<file path="src/rtl/uart_apb_pkg.sv">
// Shared types and defaults for the UART APB slave-port access path.
package uart_apb_pkg;

  typedef enum logic [1:0] {
    IDLE   = 2'd0,
    SETUP  = 2'd1,
    ACCESS = 2'd2,
    DONE   = 2'd3
  } apb_state_e;

  localparam logic [2:0] PPROT_DEFAULT  = 3'b000;
  localparam int         ADDR_W_DEFAULT = 32;
  localparam int         DATA_W_DEFAULT = 32;

endpackage

</file>
<file path="src/rtl/uart_apb_arbiter.sv">
// Two-requester round-robin APB master sharing the uart_apb slave port.
//
// state  | meaning
// IDLE   | bus released; arbitrate and latch the winning request
// SETUP  | psel=1, penable=0
// ACCESS | psel=1, penable=1; wait on pready, abort on wait-state timeout
// DONE   | bus released; done pulse to the granted requester
module uart_apb_arbiter
  import uart_apb_pkg::*;
#(
  parameter int ADDR_W  = ADDR_W_DEFAULT,
  parameter int DATA_W  = DATA_W_DEFAULT,
  parameter int TIMEOUT = 255
) (
  input  logic                clk,
  input  logic                resetn,
  input  logic                req0_valid,
  input  logic                req0_write,
  input  logic [ADDR_W-1:0]   req0_addr,
  input  logic [DATA_W-1:0]   req0_wdata,
  input  logic [DATA_W/8-1:0] req0_strb,
  output logic                req0_done,
  output logic [DATA_W-1:0]   req0_rdata,
  output logic                req0_err,
  input  logic                req1_valid,
  input  logic                req1_write,
  input  logic [ADDR_W-1:0]   req1_addr,
  input  logic [DATA_W-1:0]   req1_wdata,
  input  logic [DATA_W/8-1:0] req1_strb,
  output logic                req1_done,
  output logic [DATA_W-1:0]   req1_rdata,
  output logic                req1_err,
  output logic                psel,
  output logic                penable,
  output logic [2:0]          pprot,
  output logic [ADDR_W-1:0]   paddr,
  output logic                pwrite,
  output logic [DATA_W-1:0]   pwdata,
  output logic [DATA_W/8-1:0] pstrb,
  input  logic                pready,
  input  logic [DATA_W-1:0]   prdata,
  input  logic                pslverr
);

  localparam int STRB_W = DATA_W / 8;
  localparam int CNT_W  = $clog2(TIMEOUT + 1);

  apb_state_e        state_q, state_d;
  logic              grant_q, last_grant_q;
  logic [CNT_W-1:0]  wait_cnt_q;
  logic              any_valid, pick, capture, abort;
  logic              sel_write;
  logic [ADDR_W-1:0] sel_addr;
  logic [DATA_W-1:0] sel_wdata;
  logic [STRB_W-1:0] sel_strb;

  // On a tie the requester that did not win last time gets the bus.
  assign any_valid = req0_valid | req1_valid;
  assign pick      = (req0_valid && req1_valid) ? ~last_grant_q : req1_valid;
  assign sel_write = pick ? req1_write : req0_write;
  assign sel_addr  = pick ? req1_addr  : req0_addr;
  assign sel_wdata = pick ? req1_wdata : req0_wdata;
  assign sel_strb  = pick ? req1_strb  : req0_strb;

  assign pprot     = PPROT_DEFAULT;
  assign req0_done = (state_q == DONE) && !grant_q;
  assign req1_done = (state_q == DONE) &&  grant_q;

  always_comb begin
    state_d = state_q;
    psel    = 1'b0;
    penable = 1'b0;
    capture = 1'b0;
    abort   = 1'b0;
    case (state_q)
      IDLE: if (any_valid) state_d = SETUP;
      SETUP: begin
        psel    = 1'b1;
        state_d = ACCESS;
      end
      ACCESS: begin
        psel    = 1'b1;
        penable = 1'b1;
        if (pready) begin
          capture = 1'b1;
          state_d = DONE;
        end else if (wait_cnt_q == CNT_W'(TIMEOUT - 1)) begin
          // This wait cycle brings the count to TIMEOUT, so the counter never wraps.
          abort   = 1'b1;
          state_d = DONE;
        end
      end
      DONE:    state_d = IDLE;
      default: state_d = IDLE;
    endcase
  end

  always_ff @(posedge clk or negedge resetn) begin
    if (!resetn) begin
      state_q      <= IDLE;
      grant_q      <= 1'b0;
      last_grant_q <= 1'b1;
      wait_cnt_q   <= '0;
      pwrite       <= 1'b0;
      paddr        <= '0;
      pwdata       <= '0;
      pstrb        <= '0;
    end else begin
      state_q <= state_d;
      if (state_q == IDLE && any_valid) begin
        grant_q      <= pick;
        last_grant_q <= pick;
        wait_cnt_q   <= '0;
        pwrite       <= sel_write;
        paddr        <= sel_addr;
        pwdata       <= sel_wdata;
        pstrb        <= sel_write ? sel_strb : '0;
      end else if (state_q == ACCESS && !pready) begin
        wait_cnt_q <= wait_cnt_q + CNT_W'(1);
      end
    end
  end

  always_ff @(posedge clk or negedge resetn) begin
    if (!resetn) begin
      req0_rdata <= '0;
      req0_err   <= 1'b0;
      req1_rdata <= '0;
      req1_err   <= 1'b0;
    end else if (capture || abort) begin
      if (!grant_q) begin
        if (capture && !pwrite) req0_rdata <= prdata;
        req0_err <= abort ? 1'b1 : pslverr;
      end else begin
        if (capture && !pwrite) req1_rdata <= prdata;
        req1_err <= abort ? 1'b1 : pslverr;
      end
    end
  end

endmodule

</file>
<file path="config.mk">
export PLATFORM = sky130hd
export DESIGN_NAME = uart_apb_arbiter
export DESIGN_NICKNAME = d
export VERILOG_FILES = /design/src/rtl/uart_apb_pkg.sv /design/src/rtl/uart_apb_arbiter.sv
export SDC_FILE = /design/constraint.sdc
export NUM_CORES = 1
export LEC_CHECK = 0
export ABC_AREA = 1
export BUFFER_PORTS_ARGS = -buffer_cell sky130_fd_sc_hd__buf_2
export CORE_ASPECT_RATIO = 0.6
export CORE_MARGIN = 2
export CORE_UTILIZATION = 36
export CTS_CLUSTER_DIAMETER = 50
export DETAILED_ROUTE_END_ITERATION = 6
export PLACE_DENSITY_LB_ADDON = 0.12
export SYNTH_ARGS = -nofsm -noshare
export SYNTH_HDL_FRONTEND = slang
export SYNTH_SLANG_ARGS = --single-unit
</file>
<file path="constraint.sdc">
create_clock -name clk -period 2 [get_ports clk]
set_input_delay 0.4 -clock clk [delete_from_list [all_inputs] [get_ports clk]]
set_output_delay 0.4 -clock clk [all_outputs]
set_load 0.05 [all_outputs]
</file>
=== Word level (Yosys, flattened, before mapping) ===
Cells that the tools add are included.

* Register bits after elaboration: 147
* Latch bits: 0
* Bits in writable memories: 0
* Bits in read-only memories: 0
* Input bits: 176
* Output and inout bits: 142
* Word-level logic and storage cells: 60
* Memories kept: 0

* Add/subtract/negate cells: 1
* $mul: 0
* Div/mod/pow operators: 0
* Order comparisons: 0
* Equality and inequality tests: 6
* Shift-type cells: 0
* Multiplexer cells: 20
* Bitwise logic cells: 3
* Reduce and logical (&&, ||, !) cells: 18

{| class="wikitable"
|+ Operator list
! cell !! count
|-
| two-way mux 32 bit || 2
|-
| two-way mux 8 bit || 2
|-
| two-way mux 1 bit || 10
|-
| adder 8 x 1 -> 8 bit, second input constant || 1
|-
| equality test 8 bit, second input constant || 1
|-
| two-way mux 4 bit || 2
|-
| one-hot mux 2 bit (4 select lines) || 1
|-
| logical AND 1 bit || 6
|-
| two-way mux 2 bit || 3
|-
| AND reduction 2 bit || 3
|-
| AND reduction 3 bit || 2
|-
| equality test 2 bit, second input constant || 2
|-
| zero test 1 bit || 3
|-
| inequality test 3 bit, second input constant || 1
|-
| equality test 2 x 1 -> 1 bit, second input constant || 1
|-
| zero test 2 bit || 1
|-
| inequality test 2 bit, second input constant || 1
|-
| inverter 1 bit || 2
|-
| nonzero test 2 bit || 1
|-
| OR reduction 2 bit || 1
|-
| logical OR 1 bit || 1
|-
| OR 1 bit || 1
|}

=== Depth between registers and ports, before layout ===
* Depth after elaboration: 6
* Gate-level depth with buffers: 9
* Mapped depth without buffers: 9

=== Worst setup path after synthesis ===
Ideal clock, no wire load.

* Kind: register to register
* From: register state_q[0]
* To: register req1_rdata[10]
* Library setup time: 0.130 ns
* Arrival time: 1.715 ns
* Slack: 0.155 ns
* Stages on the path, launching flop included: 9
* Buffers on the path: 1
* Clock period less this slack: 1.845 ns
* Cells stage by stage: dfrtp_1 > inv_1 > ha_1 > nand2_1 > nor2_2 > nand2_2 > clkbuf_1 > nand2_1 > o21ai_0

* Longest elaborated chain between the ends: 4

{| class="wikitable"
|+ Ends and longest elaborated chain
! what !! RTL line !! text
|-
| start, declared || uart_apb_arbiter.sv:48 || <nowiki>apb_state_e state_q, state_d;</nowiki>
|-
| start signal, assigned || uart_apb_arbiter.sv:109 || <nowiki>state_q <= state_d;</nowiki>
|-
| equality test 2 bit * || uart_apb_arbiter.sv:75 || <nowiki>case (state_q)</nowiki>
|-
| two-way mux 1 bit || uart_apb_arbiter.sv:75 ||
|-
| logical OR 1 bit or logical AND 1 bit (tied branches) || uart_apb_arbiter.sv:130, uart_apb_arbiter.sv:135 ||
|-
| AND reduction 3 bit (no line) * || - ||
|-
| end signal, assigned || uart_apb_arbiter.sv:135 || <nowiki>if (capture && !pwrite) req1_rdata <= prdata;</nowiki>
|-
| end, declared || uart_apb_arbiter.sv:31 || <nowiki>output logic [DATA_W-1:0] req1_rdata,</nowiki>
|}

Mark *: on every way between the ends. The rest lies on a longest branch, timed or not.
A chain may end at the register's enable or synchronous reset.

=== Worst setup path after layout ===
* From: register state_q[0]
* To: output penable

* Longest elaborated chain between the ends: 2

{| class="wikitable"
|+ Ends and longest elaborated chain
! what !! RTL line !! text
|-
| equality test 2 bit || uart_apb_arbiter.sv:75 ||
|-
| two-way mux 1 bit || uart_apb_arbiter.sv:75 ||
|-
| end, declared || uart_apb_arbiter.sv:34 || <nowiki>output logic penable,</nowiki>
|}

Every way passes these cells.

==> impl_metrics.yaml <==
place:
  port_buffers: 314
  placed_area_um2: 8100
  dp_hpwl_um: 13300
  gp_congestion: 0.791
clock_network:
  cts.path.max_buffers: 2
  clock_latency_ns: 0.42
  cts_tree: "built"
  cts.sinks: 147
  cts-buffers-inserted: 17
  htreeDepth: 4
  cts_setup_buffers: 0
  cts.clk_slew.worst_paths_ns: 0.07
  root_buffer: "clkbuf_16"
logic_synthesis:
  yosys.area.top_type: "dfrtp_1"
  yosysWarnings: 0
  netlist_top_cells_area: "dfrtp_1 (58%), nand2_1 (11%), o21ai_0 (11%)"
  synth_top_area_share_pct: 58.3
  synth_seq_cells: 147
  syn-mean-instance-area_um2: 8.54
  synth.yosys.seq_area_share_pct: 58.7
  ys_types: 24
  syn_inst: 734
  synth_area_um2: 6270
routing:
  vias: 5855
  drt_iter0_markers: 338
  viasPerCell: 4.55
  drtPass1Iterations: 5
  drt_wl_total_um: 18900
  antenna_left: 0
  drc_errors: 0
  wl_per_cell_um: 14.7
timing:
  final_max_slew_viol_count: 0
  worstMarginPinSlew_ns: 0.562
  timing.slew.headroom_pct: 62.6
  setup_tns_ns: 0
  hold_viol: 0
  finalClockSkew_ns: 0.0151
  finalSetupViolations: 0
  finalCritPeriodShare_pct: 92.2
  rsz0062_at_grt: "false"
  final.min_clock_period_ns: 1.84
  fmax_mhz: 542
global_routing:
  grt_pass1_wl_um: 29600
  grt_usage_pct: 20.3
  grt_overflow: 0
  grt_max_degree: 78
  grt_pass1_vias: 5591
  antenna_found_initial: 4
layout:
  fin_area_um2: 8740
  final_common_cell: "buf_2"
  nNetsFinal: 1218
  drive_above_1_share_pct: 34.8
  area_delta_synth_final_pct: 39.5
  nFillCells: 1677
  final_cell_mix: "buf_2 (313), nand2_1 (188), dfrtp_1 (146)"
hold_path:
  hp-start: "req1_addr[2]"
  min_path_type: "primary input to flip-flop"
critical_path:
  worstPathArrival_ns: 1.44
  worstReg2RegStart: "state_q[0]"
  crit_required_ns: 1.60
  cp_max_fo: 4
  critPathLaunch: "state_q[0]"
  crit_type: "flip-flop to output port"
  worstSetupStartpointType: "flip-flop"
  end_kind: "output port"
floorplan:
  ios: 318
  dieArea_um2: 18500
  initial_utilization_pct: 36.7
  die_w_um: 174
  num_rows: 37
  core_area_um2: 17100
  die_h_um: 106
power:
  p_leak_uw: 0.00475
  powerDensity_nw_per_um2: 2010
  peakVddDrop_mv: 0.818
job:
  maxCapViolCount: 0
run_status:
  outcome: "complete, no violations"
-- power breakdown --
part           leakage, uW  internal [uW]  total (uW)  switching (uW)
Clock             0.000302           2060        3380            1320
Combinational      0.00260           2010        9110            7100
Sequential         0.00184           4340        5060             724
Total              0.00475           8410       17600            9150
-- worst max-delay path, cell delays in order, from the launching register on --
cell,delay (ns)
dfrtp_1,0.39
inv_1,0.11
ha_1,0.23
buf_2,0.31
-- through the flow --
step	utilization [%]	setup WS (ns)	instances	hold slack, ns	total power (uW)
2_1_floorplan	-	0.155	736	0.104	11900
5_1_grt	51.2	0.0671	1286	0.232	18500
3_3_place_gp	47.4	0.373	1251	0.272	14200
6_report	51.2	0.156	1286	0.240	17600
3_5_place_dp	47.4	0.299	1251	0.272	14300
4_1_cts	51.2	0.137	1284	0.220	17700
-- routing by layer --
metal | global-route usage [%] | wire length [um] | part of all wire [%] | up-vias
met4 | 5.10 | 92 | 0.49 | 2
met3 | 6.69 | 1430 | 7.5 | 9
met5 | 0 | 11 | 0.058 | -
met1 | 27.6 | 8830 | 47 | 2697
li1 | - | - | - | 2965
met2 | 31.3 | 8560 | 45 | 182
-- synthesized netlist by cell type (all sizes together) --
| master | instances |
|---|---|
| nor3 | 2 |
| dfstp | 1 |
| dfrtp | 146 |
| clkbuf | 24 |
| nand2 | 191 |
| ha | 5 |
| o21ai | 196 |
| a211oi | 1 |
| buf | 20 |
| inv | 48 |
| nand3 | 13 |
| a21o | 1 |
| conb | 1 |
| nand4 | 1 |
| nor2 | 79 |
| a21oi | 5 |
-- area by class of cell --
class / instances / area, um^2 / area share, %
inverters: 48 / 180 / 2.06
repair buffers: 326 / 1750 / 20.0
clock buffers: 20 / 457 / 5.22
well taps: 234 / 293 / 3.35
flip-flops and latches: 147 / 3680 / 42.1
diodes: 2 / 5.00 / 0.0572
clock inverters: 12 / 168 / 1.92
multi-input cells: 497 / 2220 / 25.3
-- sequential cells by signal, indices dropped and copies added, names as in the netlist --
name / flops
last_grant_q: 1
wait_cnt_q: 8
req0_rdata: 32
pstrb: 4
state_q: 2
paddr: 32
pwdata: 32
grant_q: 1
req1_err: 1
req0_err: 1
req1_rdata: 32
pwrite: 1
-- logic make-up after synthesis --
group / after synthesis / synth area share, %
AND/OR/NAND/NOR: 286 / 17.7
AO/OA/AOI/OAI: 203 / 16.3
flip-flops: 147 / 58.7
buffers and inverters: 92 / 6.19
adder cells (fa/ha/maj): 5 / 0.998
other: 1 / 0.0598
-- repair_timing --
item	CTS	global route
setup endpoints to repair	0	0
gates resized for setup	0	0
hold endpoints to repair	19	0
hold buffers	1	0
-- worst paths after layout --
check	endpoint	slack, ns	cells after the start
max in group asynchronous	pwdata[6]	0.96	3
min reg2reg	last_grant_q	0.47	2
max	penable	0.16	3
min in group asynchronous	paddr[13]	0.40	2
min	paddr[2]	0.24	3
max reg2reg	req0_rdata[20]	0.29	7
Note: power is estimated with default switching activity, not from simulation.
